--- src/rtl/alu_seq.sv ---
// Multi-cycle shift-add multiplier and optional restoring divider that drives an external 16-bit ALU; divide path built only with ALU_SEQ_DIV_EN.
// Latency: 33 cycles accept-to-done (multiply and divide), 1 cycle for divide by zero; back-to-back period 34 cycles.
// Backpressure: start is sampled only while idle; requests arriving while busy are dropped, not queued.
module alu_seq (
   input  logic        clk,
   input  logic        rst,
   input  logic        start,
   input  logic        mode,
   input  logic [15:0] a,
   input  logic [15:0] b,
   output logic        busy,
   output logic        done,
   output logic [15:0] result_hi,
   output logic [15:0] result_lo,
   output logic        ovf,
   output logic        div0,
   output logic [15:0] alu_rs,
   output logic [15:0] alu_rt,
   output logic [3:0]  alu_op,
   input  logic [15:0] alu_y,
   input  logic        alu_fc
);

   localparam logic [3:0] OP_ADD  = 4'b0000;
   localparam logic [3:0] OP_SUB  = 4'b0001;
   localparam logic [3:0] OP_LSR  = 4'b0110;
   localparam logic [3:0] OP_LSL  = 4'b0111;
   localparam logic [3:0] OP_PASS = 4'b1000;

`ifdef ALU_SEQ_DIV_EN
   typedef enum logic [2:0] {
      IDLE = 3'd0, ADD = 3'd1, SHR = 3'd2, SHL = 3'd3, SUB = 3'd4, FIN = 3'd5
   } state_t;
`else
   typedef enum logic [2:0] {
      IDLE = 3'd0, ADD = 3'd1, SHR = 3'd2, FIN = 3'd5
   } state_t;
`endif

   state_t      state;
   logic [15:0] acc;
   logic [15:0] mq;
   logic [15:0] opb;
   logic        top;
   logic [4:0]  cnt;
`ifdef ALU_SEQ_DIV_EN
   logic        md;
   logic        dz;
`else
   logic        unused_mode;
   assign unused_mode = mode;
`endif

   // ALU drive is a pure decode of registered state; alu_y/alu_fc return in the same cycle.
   always_comb begin
      alu_op = OP_PASS;
      alu_rs = 16'h0000;
      alu_rt = 16'h0000;
      case (state)
         ADD: begin
            alu_op = OP_ADD;
            alu_rs = acc;
            alu_rt = mq[0] ? opb : 16'h0000;
         end
         SHR: begin
            alu_op = OP_LSR;
            alu_rs = acc;
         end
`ifdef ALU_SEQ_DIV_EN
         SHL: begin
            alu_op = OP_LSL;
            alu_rs = acc;
         end
         SUB: begin
            alu_op = OP_SUB;
            alu_rs = acc;
            alu_rt = opb;
         end
`endif
         default: ;
      endcase
   end

   always_ff @(posedge clk or posedge rst) begin
      if (rst) begin
         state     <= IDLE;
         acc       <= 16'h0000;
         mq        <= 16'h0000;
         opb       <= 16'h0000;
         top       <= 1'b0;
         cnt       <= 5'd0;
         busy      <= 1'b0;
         done      <= 1'b0;
         result_hi <= 16'h0000;
         result_lo <= 16'h0000;
         ovf       <= 1'b0;
`ifdef ALU_SEQ_DIV_EN
         md        <= 1'b0;
         dz        <= 1'b0;
         div0      <= 1'b0;
`endif
      end else begin
         done <= 1'b0;
         case (state)
            IDLE: begin
               if (start) begin
                  opb  <= b;
                  mq   <= a;
                  acc  <= 16'h0000;
                  top  <= 1'b0;
                  cnt  <= 5'd0;
                  busy <= 1'b1;
`ifdef ALU_SEQ_DIV_EN
                  md <= mode;
                  if (mode && b == 16'h0000) begin
                     dz    <= 1'b1;
                     state <= FIN;
                  end else begin
                     dz    <= 1'b0;
                     state <= mode ? SHL : ADD;
                  end
`else
                  state <= ADD;
`endif
               end
            end
            ADD: begin
               acc   <= alu_y;
               top   <= alu_fc;
               state <= SHR;
            end
            SHR: begin
               // The 17-bit sum shifts right one place; the bit dropped from acc enters mq.
               acc   <= {top, alu_y[14:0]};
               mq    <= {alu_fc, mq[15:1]};
               cnt   <= cnt + 5'd1;
               state <= (cnt == 5'd15) ? FIN : ADD;
            end
`ifdef ALU_SEQ_DIV_EN
            SHL: begin
               acc   <= {alu_y[15:1], mq[15]};
               top   <= alu_fc;
               mq    <= {mq[14:0], 1'b0};
               state <= SUB;
            end
            SUB: begin
               // A set 17th bit means the partial remainder exceeds any 16-bit divisor.
               if (top || !alu_fc) begin
                  acc   <= alu_y;
                  mq[0] <= 1'b1;
               end else begin
                  mq[0] <= 1'b0;
               end
               cnt   <= cnt + 5'd1;
               state <= (cnt == 5'd15) ? FIN : SHL;
            end
`endif
            FIN: begin
               busy  <= 1'b0;
               done  <= 1'b1;
               state <= IDLE;
`ifdef ALU_SEQ_DIV_EN
               if (dz) begin
                  result_hi <= mq;
                  result_lo <= 16'hFFFF;
                  ovf       <= 1'b0;
                  div0      <= 1'b1;
               end else begin
                  result_hi <= acc;
                  result_lo <= mq;
                  ovf       <= !md && (acc != 16'h0000);
                  div0      <= 1'b0;
               end
`else
               result_hi <= acc;
               result_lo <= mq;
               ovf       <= (acc != 16'h0000);
`endif
            end
            default: state <= IDLE;
         endcase
      end
   end

`ifndef ALU_SEQ_DIV_EN
   assign div0 = 1'b0;
`endif

endmodule

--- config.mk ---
export PLATFORM = sky130hd
export DESIGN_NAME = alu_seq
export DESIGN_NICKNAME = d
export VERILOG_FILES = /design/src/rtl/alu_seq.sv
export SDC_FILE = /design/constraint.sdc
export NUM_CORES = 1
export LEC_CHECK = 0
export ABC_AREA = 1
export CAP_MARGIN = 20
export CELL_PAD_IN_SITES_DETAIL_PLACEMENT = 0
export CELL_PAD_IN_SITES_GLOBAL_PLACEMENT = 1
export CORE_MARGIN = 3
export CORE_UTILIZATION = 30
export DETAILED_ROUTE_END_ITERATION = 12
export GPL_ROUTABILITY_DRIVEN = 0
export PLACE_DENSITY = 0.69
export SYNTH_ARGS = -nofsm -noshare
export SYNTH_HDL_FRONTEND = slang
export SYNTH_SLANG_ARGS = --single-unit
--- constraint.sdc ---
create_clock -name clk -period 3.88 [get_ports clk]
set_input_delay 0.97 -clock clk [delete_from_list [all_inputs] [get_ports clk]]
set_output_delay 0.97 -clock clk [all_outputs]
set_load 0.01 [all_outputs]
Word level (Yosys, flattened, before mapping)
Cells that the tools add are included.
{"block": "totals", "reg_bits": 92, "inputBits": 53}
{"block": "op_classes", "n_addsub": 1, "n_eq_ne": 5, "n_mux": 18, "reduce_logical": 12}
{"operator": "$mux 16", "count": 5}
{"operator": "$pmux 16 s3", "count": 1}
{"operator": "$pmux 16 s2", "count": 1}
{"operator": "$reduce_bool 16->1", "count": 1}
{"operator": "$pmux 5 s2", "count": 1}
{"operator": "$reduce_and 2->1", "count": 5}
{"operator": "$pmux 3 s3", "count": 1}
{"operator": "$pmux 4 s2", "count": 1}
{"operator": "$mux 3", "count": 2}
{"operator": "$reduce_bool 2->1", "count": 3}
{"operator": "$add 5x1->5 const B", "count": 1}
{"operator": "$eq 5x4->1 const B", "count": 1}
{"operator": "$mux 5", "count": 1}
{"operator": "$pmux 1 s2", "count": 2}
{"operator": "$eq 3x1->1 const B", "count": 1}
{"operator": "$eq 3x2->1 const B", "count": 1}
{"operator": "$eq 3x3->1 const B", "count": 1}
{"operator": "$logic_not 3->1", "count": 1}
{"operator": "$mux 1", "count": 3}
{"operator": "$reduce_bool 3->1", "count": 1}
{"operator": "$ne 2x2->1 const B", "count": 1}
{"operator": "$reduce_or 2->1", "count": 1}

Longest topological paths before layout
{"block": "depth", "word_depth": 3, "depth_mapped": 8, "depth_no_buf": 7}

Worst setup path after synthesis
OpenSTA, ideal clock, no wires.
{"block": "synth_path", "path_type": "flip-flop to output port", "start": "register state[1]", "end": "output alu_rs[10]", "t_arrival_ns": 1.213, "path_slack_ns": 1.697, "path_stages_with_launch": 9, "path_cell_list": "dfrtp_1 -> inv_2 -> nand2_1 -> nor2_4 -> inv_4 -> nand2_4 -> inv_2 -> buf_6 -> nor2_1"}
{"block": "synth_via", "elab_chain_len": 3, "word_cells_on_any_way": 4, "classes_between": "eq/ne: 2; mux: 1; reduce/logical: 1"}
{"element": "start: declaration", "line": "40", "source": "state_t state;"}
{"element": "start signal: assignment", "line": "137", "source": "state <= (cnt == 5'd15) ? FIN : ADD;"}
{"element": "$eq 3x2->1 or $eq 3x1->1 (tied branches)", "line": "59", "source": "case (state)"}
{"element": "$reduce_or 2->1 (no source line) (*)"}
{"element": "$mux 16 (*)", "line": "59"}
{"element": "end: declaration", "line": "17", "source": "output logic [15:0] alu_rs,"}
Mark *: on every way between the ends. The rest lies on a longest branch, timed or not.

Worst setup path after layout
{"block": "layout_path", "start": "register state[1]", "end": "output alu_rs[14]"}
The elaborated chain is that of the path after synthesis.

==> metrics.csv <==
stage,metric,value,unit
route,total number of vias,3232,
layout,Fillers,1331,
setup_path,highest cell delay on the worst timing path,0.56,ns
global_route,pin count of the biggest net entering global routing,67,
power,peak supply drop,243,uV
setup_path,CP max FO,17,
route,Routed WL,9.77,mm
setup_path,Setup CP Type,reg -> out,
sta,fin. max-slew vios,0,
sta,Worst Clk Skew,0.00647,ns
sta,total negative setup slack,0,ns
route,routed vias/inst,4.24,
floorplanning,die height,121,um
route,WL/cell,12.8,um
yosys,Avg Synthesized Cell Area,8.35,um2
layout,share of layout cells above drive strength 1,0.0541,
clocking,Post-CTS Hold Buffers,0,
route,Antenna Nets Post-Route,0,
setup_path,"most used cell, CP",inv_2,
yosys,Synth top area share,0.584,
sta,Slew HR,0.588,
floorplanning,chip width,121,um
route,DRC violations left,0,
yosys,ranking of synthesized cells by area,"dfrtp_1 (58%), nand2_1 (13%), o21ai_0 (8.4%), nor2_1 (5.8%), inv_1 (5.3%)",
global_route,remaining global-route overflow,0,
global_route,initial antenna violation count,0,
yosys,"count leader, synth",nand2_1,
setup_path,CP cell instances,inv_2 > nand2_1 > nor2_4 > inv_4 > nand2_4 > inv_2 > nor2_1 > clkdlybuf4s50_1,
route,Detailed Route Iter0 Violations,254,
setup_path,CP startpoint kind,flip-flop,
clocking,Num CTS Buffers,9,
setup_path,data required time of the critical path,2.91,ns
setup_path,Worst Reg-to-Reg Cells,4,
yosys,Synth Warn #,0,
setup_path,CP max-delay cell,clkdlybuf4s50_1,
setup_path,CP arrival,2.26,ns
hold_path,worst hold path cell count,2,
power,pwr dens,632,nW/um2
floorplanning,Starting Density,0.310,
sta,Tmin final,3.23,ns
yosys,"top cells by count, synth","nand2_1 (137), dfrtp_1 (92), o21ai_0 (66)",
layout,Layout area overhead,42.4,%
clocking,H-Tree Depth,3,
yosys,Post-synth ARST share,1.00,
yosys,Synth area leader,dfrtp_1,
layout,number of inserted diodes,0,
placed_design,Buffers on Ports,121,
global_route,vias in the first global route,3261,
sta,fmax,309,MHz
sta,final period utilization,0.834,
yosys,Post-synth EDFFs,0,
floorplanning,I/O pin cnt,125,
clocking,root buffer cell,clkbuf_16,
clocking,CTS tree,yes,
route,router iterations before antenna repair,4,
clocking,CTS resizes,0,
yosys,main flop type after synthesis,dfrtp_1,
placed_design,hpwl dp,6.81,mm
layout,final core utilization,0.441,
sta,Tightest Pin Transition,0.618,ns
hold_path,Hold Path Class,reg -> reg,
sta,"Hold Violations, Final",0,
floorplanning,Rows,41,
global_route,GRT Overall Usage,0.139,
run_status,status,completed,
clocking,Clock Tree Buf Depth,2,
hold_path,hold_sp,busy,
flow_run,maxcap violations,0,
setup_path,worst reg2reg startpoint,state[2],
global_route,first-pass GRT wire length,16.1,mm
power,Pleak,2.69,nW
yosys,#FFs+latches synth,92,
yosys,Synth Cell Area,3940,um2
clocking,Setup Buffers After CTS,0,
yosys,"Seq/Total Area, Yosys",0.584,
setup_path,Worst setup EP type,output pin,
floorplanning,Core Region,12700,um2
sta,unrepaired setup endpoints after global routing,false,
clocking,Clock transition at path regs,0.06,ns
floorplanning,full die area,14500,um2
yosys,post-synthesis cell count,472,
clocking,insertion delay to the later sink of the worst-skew pair,0.33,ns
yosys,count of cell types in the netlist,24,
sta,Final setup violation count,0,
layout,Nets,641,
setup_path,crit path from,state[1],
clocking,Clock Sinks,92,
==> power breakdown <==
group	switching [mW]	internal [mW]
Combinational	0.739	0.525
Sequential	0.130	1.22
Clock	0.350	0.579
==> per-stage QoR <==
step	worst slack, ns	power [mW]	instances	hold WS (ns)	instance area, um2
after floorplan	0.518	2.13	473	0.449	3950
after global placement	0.999	2.64	747	0.456	5300
after detailed placement	0.975	2.66	747	0.466	5300
after CTS	0.607	3.61	763	0.481	5610
after global routing	0.456	3.84	763	0.509	5610
final	0.645	3.55	763	0.472	5610
==> cell families (layout without fill, tap and decap cells) <==
group                    Yosys count  after routing  synth area share
AND/OR/NAND/NOR                  210            210             0.211
flip-flops                        92             92             0.584
AO/OA/AOI/OAI                     84             84             0.108
buffers and inverters             83            201            0.0898
adder cells (fa/ha/maj)            2              2           0.00635
other                              1              2          0.000951
==> metal layers <==
layer	GRT usage	wire length, um
met5	0	0
met4	0.0644	212
met3	0.0285	494
met2	0.217	4460
met1	0.186	4600
==> area by class of cell <==
cell class                 instances  area (um2)  area share
tap                              172         215      0.0383
multi-input combinational        298        1290       0.230
inverter                          60         230      0.0410
timing repair buffer             125        1250       0.223
sequential                        92        2300       0.410
clock buffer                      11         243      0.0432
clock inverter                     5        75.1      0.0134
==> sequential cells by signal, summed over array words and instances (netlist names) <==
name,cells
opb,16
mq,16
result_hi,16
cnt,5
ovf,1
state,3
top,1
result_lo,16
acc,16
busy,1
done,1
==> critical path, delay by kind of cell, from the launching register on <==
kind	cells	cell delay (ns)
simple gates	4	0.58
flops	1	0.42
buf+inv	4	0.92
==> worst paths after layout <==
path	end	slack, ns
max	alu_rs[14]	0.65
min	busy	0.47
max reg2reg	opb[0]	2.27
min reg2reg	busy	0.47
max in group asynchronous	top	2.17
min in group asynchronous	mq[11]	1.04
==> cell usage in the layout (no fill, tap or decap) <==
master           Yosys  final
o21ai_0             66     66
inv_1               56     55
nand2_4              1      1
o21ai_1              1      1
o22ai_1              1      1
nand2_2              2      2
conb_1               1      2
nor2_4               2      2
dfrtp_1             92     92
clkbuf_8             0      1
nand2_1            137    137
clkdlybuf4s50_1      0    121
bufinv_16            0      2
nand4_1              1      1
a21oi_1             15     15
nor2_1              61     61
nand3_1              5      4
o21ai_2              1      1
buf_4                4      3
buf_12               0      1
ha_1                 2      2
inv_4                1      2
inv_2                3      3
clkinv_2             0      3
clkbuf_16            0      9
nand3_2              1      2
clkbuf_1             4      1
Note: power is estimated with default switching activity, not from simulation.
